**src/rtl/fetch_pkg.sv**
```systemverilog
// Shared types and constants for the fetch sequencer.
package fetch_pkg;

    // Sequencer state encoding.
    typedef enum logic [1:0] {
        IDLE   = 2'd0,
        RUN    = 2'd1,
        HALTED = 2'd2
    } seq_state_t;

    // Default PC width; matches the 9-bit branch address.
    localparam int DEFAULT_PC_W = 9;

    // Width of the taken-branch statistics counter.
    localparam int STATS_W = 16;

endpackage

```
**src/rtl/fetch_sequencer_watchdog_counter.sv**
```systemverilog
// Runaway watchdog: counts enabled cycles and flags the last allowed one.
// The counter is held at zero while clear is asserted.
module watchdog_counter #(
    parameter int limit = 1023
) (
    input  logic clk,
    input  logic reset,
    input  logic clear,
    input  logic enable,
    output logic expire
);

    localparam int CNT_W = (limit > 1) ? $clog2(limit) : 1;
    localparam logic [CNT_W-1:0] LAST = CNT_W'(limit - 1);

    logic [CNT_W-1:0] count;

    // Count enabled cycles; park at the last value (the sequencer leaves RUN there).
    always_ff @(posedge clk) begin
        if (reset || clear) begin
            count <= '0;
        end else if (enable && (count != LAST)) begin
            count <= count + CNT_W'(1);
        end
    end

    assign expire = enable && (count == LAST);

endmodule

```
**src/rtl/fetch_sequencer.sv**
```systemverilog
// Program-counter controller: owns the PC, run/halt state, commit strobe
// and a runaway watchdog.
// Optional feature macro: FETCH_SEQ_BRANCH_STATS_EN enables the taken-branch
// counter; when undefined taken_count is tied to zero.
module fetch_sequencer
    import fetch_pkg::*;
#(
    parameter int              PC_W           = DEFAULT_PC_W,
    parameter logic [PC_W-1:0] START_ADDR     = '0,
    parameter int              TIMEOUT_CYCLES = 1023
) (
    input  logic               clk,
    input  logic               reset,
    input  logic               start,
    input  logic               imem_valid,
    input  logic               halt_instr,
    input  logic               branch,
    input  logic [PC_W-1:0]    branch_address,
    output logic [PC_W-1:0]    pc,
    output logic               instr_commit,
    output logic               running,
    output logic               done,
    output logic               timeout,
    output logic [STATS_W-1:0] taken_count
);

    seq_state_t state;
    logic       wd_clear;
    logic       wd_enable;
    logic       wd_expire;
    logic       halt_commit;

    // running is a registered copy of (state == RUN), so commit is glitch-free w.r.t. state.
    assign instr_commit = running && imem_valid;
    assign halt_commit  = instr_commit && halt_instr;

    // Watchdog only counts RUN cycles and restarts from zero on every entry to RUN.
    assign wd_enable = (state == RUN);
    assign wd_clear  = (state != RUN);

    generate
        if (TIMEOUT_CYCLES > 0) begin : g_wd
            watchdog_counter #(
                .limit(TIMEOUT_CYCLES)
            ) u_wd (
                .clk   (clk),
                .reset (reset),
                .clear (wd_clear),
                .enable(wd_enable),
                .expire(wd_expire)
            );
        end else begin : g_no_wd
            assign wd_expire = 1'b0;
        end
    endgenerate

    // Sequencer FSM with registered status outputs.
    always_ff @(posedge clk) begin
        if (reset) begin
            state   <= IDLE;
            pc      <= START_ADDR;
            running <= 1'b0;
            done    <= 1'b0;
            timeout <= 1'b0;
        end else begin
            case (state)
                IDLE: begin
                    if (start) begin
                        state   <= RUN;
                        pc      <= START_ADDR;
                        running <= 1'b1;
                    end
                end
                RUN: begin
                    // A commit on the final watchdog cycle still advances pc.
                    if (instr_commit && !halt_instr) begin
                        pc <= branch ? branch_address : pc + PC_W'(1);
                    end
                    if (halt_commit) begin
                        state   <= HALTED;
                        running <= 1'b0;
                        done    <= 1'b1;
                    end else if (wd_expire) begin
                        state   <= HALTED;
                        running <= 1'b0;
                        done    <= 1'b1;
                        timeout <= 1'b1;
                    end
                end
                HALTED: begin
                    if (start) begin
                        state   <= RUN;
                        pc      <= START_ADDR;
                        running <= 1'b1;
                        done    <= 1'b0;
                        timeout <= 1'b0;
                    end
                end
                default: begin
                    state   <= IDLE;
                    running <= 1'b0;
                    done    <= 1'b0;
                    timeout <= 1'b0;
                end
            endcase
        end
    end

`ifdef FETCH_SEQ_BRANCH_STATS_EN
    logic [STATS_W-1:0] taken_q;

    // Saturating count of committed taken branches; cleared whenever a run starts.
    always_ff @(posedge clk) begin
        if (reset) begin
            taken_q <= '0;
        end else if (start && (state != RUN)) begin
            taken_q <= '0;
        end else if (instr_commit && branch && !halt_instr && (taken_q != {STATS_W{1'b1}})) begin
            taken_q <= taken_q + STATS_W'(1);
        end
    end

    assign taken_count = taken_q;
`else
    assign taken_count = '0;
`endif

endmodule

```
**config.mk**
```make
export PLATFORM = sky130hd
export DESIGN_NAME = fetch_sequencer
export DESIGN_NICKNAME = d
export VERILOG_FILES = /design/src/rtl/fetch_pkg.sv /design/src/rtl/fetch_sequencer_watchdog_counter.sv /design/src/rtl/fetch_sequencer.sv
export SDC_FILE = /design/constraint.sdc
export NUM_CORES = 1
export LEC_CHECK = 0
export ABC_AREA = 0
export CAP_MARGIN = 15
export CORE_MARGIN = 2
export CORE_UTILIZATION = 42
export DETAILED_ROUTE_END_ITERATION = 8
export PLACE_DENSITY = 0.76
export SYNTH_ARGS = -nofsm -noshare
export SYNTH_HDL_FRONTEND = slang
export SYNTH_SLANG_ARGS = --single-unit
```
**constraint.sdc**
```tcl
create_clock -name clk -period 1.5 [get_ports clk]
set_input_delay 0.375 -clock clk [delete_from_list [all_inputs] [get_ports clk]]
set_output_delay 0.375 -clock clk [all_outputs]
set_load 0.02 [all_outputs]
```
# Word-level counts from Yosys, hierarchy flattened
# Cells that the tools add are included.
# classes
eq_ne,11
bitwise_logic,1
muxes,18
reduce_logical,14
addsub,2
# ops
op,n
two-way mux 9 bit,3
case mux 9 bit (2 select lines),1
adder 10 x 1 -> 10 bit (second input constant),1
equality test 10 bit (second input constant),1
inequality test 10 bit (second input constant),1
adder 9 x 1 -> 9 bit (second input constant),1
inequality test 2 bit (second input constant),4
two-way mux 1 bit,7
two-way mux 2 bit,3
case mux 1 bit (3 select lines),2
AND reduction 3 bit,2
logical AND 1 bit,5
inequality test 2 x 1 -> 1 bit (second input constant),2
case mux 2 bit (2 select lines),1
AND reduction 4 bit,1
inequality test 3 bit (second input constant),1
equality test 2 x 1 -> 1 bit (second input constant),1
equality test 2 bit (second input constant),1
zero test 2 bit,1
case mux 1 bit (2 select lines),1
AND reduction 2 bit,1
nonzero test 2 bit,1
OR reduction 2 bit,1
zero test 1 bit,1
2 further kinds,2
# word_totals
register_bits,24
wordCells,52
output_inout_bits,29
inputBits,15

# Longest topological paths before layout
# depth
ltp_word,5
ltp_mapped,7

# Cells and area by module
# From an unflattened synthesis, not the netlist that was laid out.
# hier_totals
hier_cells,200
area_unflattened_um2,1604.0
# modules_own_cells
module,area_per_inst_um2,cells_per_inst,n_inst
fetch_sequencer,967.2,124,1
watchdog_counter,636.9,76,1

# Least setup slack after synthesis
# OpenSTA, ideal clock, no wires.
# synth_path
path_type,reg2reg
startpoint,register pc[0]
endpoint,register pc[8]
path_stages_with_launch,6
arrival_time_ps,1689
setup_ps,77
n_path_buf,0
setup_slack_ps,-265
cell_sequence,dfxtp_1 ha_1 nand3_1 or4_1 o31a_1 o22ai_1
# synth_between
elab_chain_len,4
# synth_rtl
item,line,text
start: declaration,fetch_sequencer.sv:19,"output logic [PC_W-1:0] pc,"
start signal: assignment,fetch_sequencer.sv:77,pc <= branch ? branch_address : pc + PC_W'(1);
adder 9 x 1 -> 9 bit,fetch_sequencer.sv:77,
two-way mux 9 bit,fetch_sequencer.sv:77,
two-way mux 9 bit,fetch_sequencer.sv:76,if (instr_commit && !halt_instr) begin
case mux 9 bit (2 select lines),fetch_sequencer.sv:66,case (state)
# Every way passes these cells. The select of a mux whose other input is x is not followed.
# A chain may end at the register's enable or synchronous reset.

# Worst setup path after layout
# layout_path
startpoint,register g_wd.u_wd.count[7]
endpoint,register g_wd.u_wd.count[9]
# layout_between
elab_chain_len,2
word_cells_on_any_way,3
cone_classes,1 x add/sub; 1 x eq/ne; 1 x reduce/logical
# layout_rtl
item,line,text
start: declaration,fetch_sequencer_watchdog_counter.sv:16,logic [CNT_W-1:0] count;
start signal: assignment,fetch_sequencer_watchdog_counter.sv:23,count <= count + CNT_W'(1);
branches (longest 2 deep; another with adder 10 x 1 -> 10 bit),--,
# Parallel ways; which one is timed is not known.

==> results.md <==
- **clock tree from TritonCTS** done
- **Synth Area per Inst** 8.04 sq um
- **most frequent cell after synthesis** dfxtp_1
- **sum of negative setup slack** -0.0104 ns
- **clock sinks** 24
- **Synth warnings** 0
- **Slowest-stage cell, CP** or4_1
- **kind of launch point of the worst setup path** flip-flop
- **total buffers and inverters traversed by the critical path** 0
- **area after detailed placement** 0.00195 sq mm
- **top cell type's share of synthesized area** 0.338
- **number of buffers created by CTS** 3
- **Met3 Wirelength** 162 um
- **dpl ws** -0.511 ns
- **Post-route DRC** 0
- **Worst Setup Slack, final** -0.0104 ns
- **RSZ-0062 raised after global routing** yes
- **pin count of the biggest net entering global routing** 14
- **power per unit of standard cell area** 640 mW/mm^2
- **Hold Slack** 0.492 ns
- **Total Routing Usage GR** 0.194
- **type of the worst min-delay path** reg -> reg
- **Critical R2R Launch** g_wd.u_wd.count[7]
- **clock transition at the registers of the reported paths** 0.14 ns
- **fraction of registers with async set/reset** 0
- **fmax** 0.662 GHz
- **Critical Path End Type** flip-flop
- **Clock Path Buffers** 2
- **worst setup skew after layout** 0.00535 ns
- **leading cell types by count after synthesis** dfxtp_1 (24), a21oi_1 (19), buf_4 (17)
- **area enclosed by the die boundary** 0.00387 sq mm
- **Syn Inst Count** 177
- **Area growth syn-to-layout** 47.7%
- **routability cong.** 0.844
- **list of cells traversed by the critical path** nand4_4, or2_1, or4_1, a21oi_2
- **H-tree levels** 1
- **Remaining Overflow, GRT** 0
- **DR top layer** met4
- **global-route wire length before repair** 6140 um
- **netlist area before placement** 0.00142 sq mm
- **total number of nets in the final design** 257
- **clock latency of the later-clocked register in the worst-skew pair** 0.33 ns
- **quantity of I/O buffers inserted on ports** 27
- **biggest cell delay along the critical path** 0.53 ns
- **number of rows in the core area** 21
- **root buffer selected by CTS** clkbuf_4
- **synthesized-area fraction occupied by and/or/nand/nor cells** 0.229
- **remaining antenna violation count after routing** 0
- **complex-gate fraction of the synthesized area** 0.238
- **required time worst endpoint** 1.77 ns
- **ratio of cells with drive above 1 in the final layout** 0.345
- **number of I/O pins** 44
- **min cycle time layout** 1.51 ns
- **post-route standard cell area excluding fillers** 0.00210 sq mm
- **distinct cell type count of the synthesized netlist** 47
- **synthesized flop and latch total** 24
- **length of routed met2 wiring** 1780 um
- **xor and xnor area share after synthesis** 0.0123
- **chip height** 62.2 um
- **filler-free cell count of the finished design** 284
- **Vias** 1,476
- **CP arrival** 1.78 ns
- **final setup violation count** 1
- **failing checks** setup timing
- **IR Drop Worst-Case VDD** 0.411 mV
- **DR pass1 iterations** 4
- **Slew Limit Fails** 0
- **Post-Route WL** 3670 um
- **largest family of logic cells by synthesized area** compound AO/OA/AOI/OAI gates
- **initial cell density of the core** 0.433
- **post-synthesis mux area share** 0.0150
- **largest cells by area after synthesis** dfxtp_1 (34%), buf_4 (9.0%), a21oi_1 (6.7%), inv_1 (3.4%), nand2_1 (3.2%)
- **number of enable flip-flop cells after synthesis** 0
- **largest delay contributor family on the critical path** simple AND/OR/NAND/NOR gates
- **count of endpoints failing hold in the final timing report** 0
- **via count of the first global-routing pass** 1,366
- **most used flip-flop cell after synthesis** dfxtp_1
- **met1 routed wirelength after detailed routing** 1670 um
- **Wirelength per Cell** 12.9 um
- **final worst-path cycle share** 1.01
- **worst setup path class** reg -> reg
- **CTS Hold Bufs** 0
- **post-synth top area cell** dfxtp_1
- **arithmetic-cell share of the synthesized area counting full adders, half adders and majority gates** 0.0264
- **horizontal extent of the die** 62.2 um
- **placed wire-length estimate** 2600 um
- **antenna cells** 0
- **Filler cells** 270
- **worst hold start** done
- **LEAKAGE** 0.000823 uW
- **# Max-Cap Violations** 0
- **routed vias/inst** 5.20
- **number of antenna violations at the first check in global routing** 0
- **sequential-to-total area share from yosys stat** 0.338
- **run status** finished, violations left
- **area used by multi-input combinational logic** 946 sq um
- **number of DRC markers after the initial detailed-route iteration** 43
- **Critical Path Fanout Max** 5
- **Worst Setup SP** g_wd.u_wd.count[7]
- **number of cells in the design after placement** 277
- **Placeable Area** 0.00328 sq mm
- **sequential cell area in the final layout** 500 sq um
[placed cells by master (no fill, tap or decap), drive strengths merged, types with 5 or more instances in the layout]
master          n
dlygate4sd2     6
clkbuf          8
nand2          12
o22ai           5
dfxtp          24
nor2           10
nand3           7
buf            39
o21ai           6
clkdlybuf4s50  12
conb           16
a21oi          19
inv            13
[where the power goes]
group,leakage [uW],internal (uW),switching [uW],total (uW)
Combinational,0.000602,144,179,323
Clock,0.0000210,149,209,358
Sequential,0.000200,650,12.8,663
Total,0.000823,943,401,1340
[registers in the layout (all words and copies together) (netlist names)]
signal	count
running	1
done	1
timeout	1
pc	9
g_wd.u_wd.count	10
state	2
[layout make-up]
| type | instances | share of cell area |
|---|---|---|
| well taps | 46 | 0.0274 |
| repair buffers | 64 | 0.244 |
| flip-flops and latches | 24 | 0.238 |
| multi-input cells | 133 | 0.450 |
| inverters | 13 | 0.0232 |
| clock buffers | 4 | 0.0173 |
[per-stage QoR]
| step | total power [uW] | util |
|---|---|---|
| after detailed placement | 984 | 0.594 |
| after CTS | 1340 | 0.625 |
| final | 1340 | 0.640 |
| after floorplan | 876 | - |
| after global routing | 1430 | 0.640 |
| after global placement | 982 | 0.594 |
[worst min-delay path, cell delays in order, from the launching register on]
cell     delay (ns)
dfxtp_1        0.34
o21ai_0        0.06
a21oi_1        0.06
[path summary, 6_finish.rpt]
check,slack [ns],cells after the start,to
max,-0.01,4,g_wd.u_wd.count[9]
min reg2reg,0.49,2,done
min,0.49,2,done
max reg2reg,-0.01,4,g_wd.u_wd.count[9]
[kinds of logic after synthesis]
kind of cell	Yosys count
other	1
AOI/OAI and AO/OA	53
muxes	2
adders and majority gates	3
DFF	24
and+or+nand+nor	57
buffers and inverters	35
xor gates and xnor gates	2
[routing by layer]
metal,vias up,global-route usage
met2,50,0.329
met1,680,0.243
met5,-,0
li1,739,-
met4,0,0.0778
met3,7,0.0344
[repair_timing]
item | CTS | global route
setup endpoints to repair | 27 | 23
pin swaps | 6 | 4
gates cloned | 0 | 0
buffers inserted | 2 | 1
resized for setup | 36 | 31
(Power assumes the default switching activity.)
==> patch 1: new RTL, config.mk and constraints unchanged <==
Encoding of `seq_state_t`: now one-hot (3 bits for 3 states).
--- a/src/rtl/fetch_pkg.sv
+++ b/src/rtl/fetch_pkg.sv
@@ -2,10 +2,10 @@
 package fetch_pkg;
 
     // Sequencer state encoding.
-    typedef enum logic [1:0] {
-        IDLE   = 2'd0,
-        RUN    = 2'd1,
-        HALTED = 2'd2
+    typedef enum logic [2:0] {
+        IDLE   = 3'b001,
+        RUN    = 3'b010,
+        HALTED = 3'b100
     } seq_state_t;
 
     // Default PC width; matches the 9-bit branch address.
Formal check against the unedited RTL: no difference found for any inputs over 10 cycles, from zero or initial values and one cycle with reset high; not proved beyond that.
==> patch 1 against the original RTL <==
The flow still finishes with violations (negative setup slack). Count of clock-buffer cells in the layout down 1. Area after synthesis up 4.4%. Routed wire length up 12%. Sequential share of layout area down 0.82 points. Setup slack worse by 0.23 ns. Final area up 4.6%. Power down 7.5%. Sequential cell count up 1. Critical endpoint is now pc[6].
==> patch 1: results (changes against the original RTL) <==
metric,value,unit,change
Post-Syn Instances,179,,+1.1%
final setup margin,-0.243,ns,-0.233 ns
GPL Wtd Cong,0.827,,-2.0%
Worst IR Drop VDD,0.000443,V,+7.8%
gr usage total,0.206,,+0.0128
WL/cell,14.0,µm,+8.6%
Layout Nets,266,,+3.5%
first-pass GRT wire length,6680,µm,+8.8%
max incr delay on CP,0.55,ns,+0.02 ns
number of global-route vias before repair,1509,,+10%
sequential element share of the synthesized area,0.337,,-0.000747
layout cell share with drive strength beyond 1,0.360,,+0.0158
Leak,0.924,nW,+12%
skew final,0.00657,ns,+0.00122 ns
largest net degree at the start of global routing,19,,+5
failing checks,negative setup slack,,
Post-DP Area,2010,µm²,+2.9%
top post-synthesis cells by count,"25 x dfxtp_1, 17 x buf_4, 16 x nor2_1",,
fin cells,293,,+3.2%
Iter 0 DRT Violations,73,,+70%
final setup TNS,-1.71,ns,-1.70 ns
status,finished with violations,,
total placed cells including tap cells,283,,+2.2%
critical path's slowest cell,or4b_4,,
ranking of synthesized cells by area,"dfxtp_1 34%, buf_4 8.6%, nor2_1 4.0%, a21oi_1 3.4%, nand2_1 3.0%",,
vias,1568,,+6.2%
crit path max fanout,6,,+1
DP HPWL,2900,µm,+11%
Setup Viol. Count Final,12,,+11
Largest regs,"g_wd.u_wd.count x10, pc x9, state x3",,
patch 1: logic make-up (layout without fill, tap and decap cells):
group	after synthesis	after routing	share of synthesized area
AOI/OAI and AO/OA	52	52	0.239
xor gates and xnor gates	2	2	0.0118
adders and majority gates	3	3	0.0253
buffers and inverters	26	79	0.120
DFF	25	25	0.337
muxes	2	2	0.0143
other	1	16	0.00252
and+or+nand+nor	68	68	0.249
patch 1: area by class of cell:
type	count	area (µm²)
fillers	278	1170
multi-input cells	143	986
repair buffers	73	611
flip-flops and latches	25	505
well taps	46	57.6
clock buffers	3	22.5
clock inverters	1	7.51
inverters	2	7.51
patch 1: path summary, 6_finish.rpt:
path,start,end,slack [ns],cells after the start
setup reg to reg,state[2],pc[6],-0.24,4
hold reg to reg,pc[8],pc[8],0.52,1
hold / removal,pc[8],pc[8],0.52,1
setup / recovery,state[2],pc[6],-0.24,4
patch 1: layer usage:
metal  routed length, µm  track usage
met3                 155       0.0518
met1                1710        0.243
met4                  59       0.0380
met5                   0            0
met2                2180        0.378
patch 1: through the flow:
step	hold WS, ns	util	setup slack [ns]	power (W)
2_1_floorplan	0.457	-	-0.381	0.000842
3_3_place_gp	0.489	0.597	-0.649	0.000903
3_5_place_dp	0.499	0.597	-0.695	0.000906
4_1_cts	0.515	0.633	-0.290	0.00124
5_1_grt	0.527	0.653	-0.303	0.00130
6_report	0.519	0.653	-0.243	0.00124
patch 1: timing repair:
action                                 in CTS  in global routing
endpoints found under the hold margin       0                  0
setup endpoints to repair                  29                 29
pin swaps                                  12                 12
gates resized for setup                    46                 25
buffers inserted                            6                  2
patch 1: power breakdown:
| part | switching (W) | internal, W |
|---|---|---|
| Sequential | 0.00000487 | 0.000672 |
| Combinational | 0.000131 | 0.000109 |
| Clock | 0.000223 | 0.000102 |
| Total | 0.000359 | 0.000884 |
==> patch 2: new RTL, config.mk and constraints unchanged <==
Made on the original files. `DEFAULT_PC_W`: 9 -> 8.
--- a/src/rtl/fetch_pkg.sv
+++ b/src/rtl/fetch_pkg.sv
@@ -9,7 +9,7 @@
     } seq_state_t;
 
     // Default PC width; matches the 9-bit branch address.
-    localparam int DEFAULT_PC_W = 9;
+    localparam int DEFAULT_PC_W = 8;
 
     // Width of the taken-branch statistics counter.
     localparam int STATS_W = 16;
Ports: changed (resized branch_address and pc); port bits go from 44 to 42. The function was not compared with the original's and may differ.
==> patch 2 against the original RTL <==
Via count shrank 1.0%. Final area decreased by 5.5%. Critical path type unchanged. Largest power group unchanged. Area after synthesis decreased by 5.7%. Sequential cell count down 1. Maximum frequency is 2.3% higher. Clock power is 20% lower. Power down 6.3%. Routed wire length up 7.9%. Setup slack improved by 0.034 ns.
==> patch 2: results (changes against the original RTL) <==
metric,value,unit,change
sequential element share of the synthesized area,0.343,,+0.00555
WP data arrival,1.72,ns,-0.06 ns
R2R Setup Slk,0.02,ns,+0.03 ns
"worst slack, placed",-0.479,ns,+0.0328 ns
ranking of synthesized cells by area,"dfxtp_1 34%, buf_4 9.0%, nand2_1 3.6%, nor2_1 3.4%, o32ai_1 3.3%",,
invs w/o clock,10,,-3
drt pass-1 iters,5,,+1
met3 WL,224,µm,+38%
Largest regs,"g_wd.u_wd.count x10, pc x8, state x2",,
critical path's slowest cell,or4_4,,
Synth-to-Final Area Change,48.0,%,
status,completed,,
Worst IR Drop VDD,0.000405,V,-1.6%
gr usage total,0.225,,+0.0314
Sw Ratio,0.298,,about the same
clk tree area frac,0.0132,,-0.00404
die width,60.5,µm,-2.7%
NonClk Buf Share,0.255,,+0.0116
hold_sp,pc[7],,
clock tree sinks,23,,-4.2%
Post-Syn Instances,162,,-8.5%
crit path max fanout,7,,+2
Hold WS,0.517,ns,+0.0252 ns
largest net degree at the start of global routing,15,,+1
Buffers excl. clock,59,,-7.8%
Unique masters post-synth,43,,-8.5%
combined area of the multi-input logic cells,887,µm²,-6.2%
Clock Latency Late Sink,0.30,ns,-0.03 ns
IO Port Bufs,25,,-7.4%
wire length on met1,1620,µm,-3.1%
drt total wl,3960,µm,+7.9%
top post-synthesis cells by count,"23 x dfxtp_1, 16 x buf_4, 13 x nand2_1",,
Worst Reg2Reg Path Length in Cells,6,,+2
layout cell share with drive strength beyond 1,0.314,,-0.0309
Routed met2 length,2060,µm,+16%
Vias/cell,5.53,,+6.5%
Min-Delay Path Depth,1,,-1
multi-input gates,124,,-6.8%
max incr delay on CP,0.49,ns,-0.04 ns
vias,1461,,-1.0%
Iter 0 DRT Violations,48,,+12%
Critical path origin,g_wd.u_wd.count[0],,
first-pass GRT wire length,6220,µm,+1.2%
Layout Nets,238,,-7.4%
Worst Setup EP,g_wd.u_wd.count[6],,
fmax,677,MHz,+2.3%
patch 2: per-layer routing:
metal  vias up  GRT usage
met1       702      0.293
met3         6     0.0192
met5         -          0
met4         0      0.106
li1        685          -
met2        68      0.379
patch 2: repair_timing:
action / 4_1_cts / 5_1_grt
pin swaps: 3 / 5
setup buffers: 1 / 1
resized for setup: 32 / 24
setup endpoints to repair: 27 / 21
patch 2: power groups by stage:
stage                     clock network (W)  registers [W]  logic, W
after floorplan                           0       0.000669  0.000176
after global placement                    0       0.000653  0.000301
after detailed placement                  0       0.000655  0.000311
after CTS                          0.000293       0.000641  0.000316
after global routing               0.000328       0.000649  0.000352
final                              0.000286       0.000645  0.000327
patch 2: logic make-up (layout without fill, tap and decap cells):
family          after synthesis  after routing  synth area share
fa+ha+maj                     3              3            0.0280
buf+inv                      30             73             0.129
flops                        23             23             0.343
mux                           2              2            0.0159
xor+xnor                      2              2            0.0131
simple gates                 56             56             0.227
compound gates               45             45             0.242
other cells                   1             16           0.00280
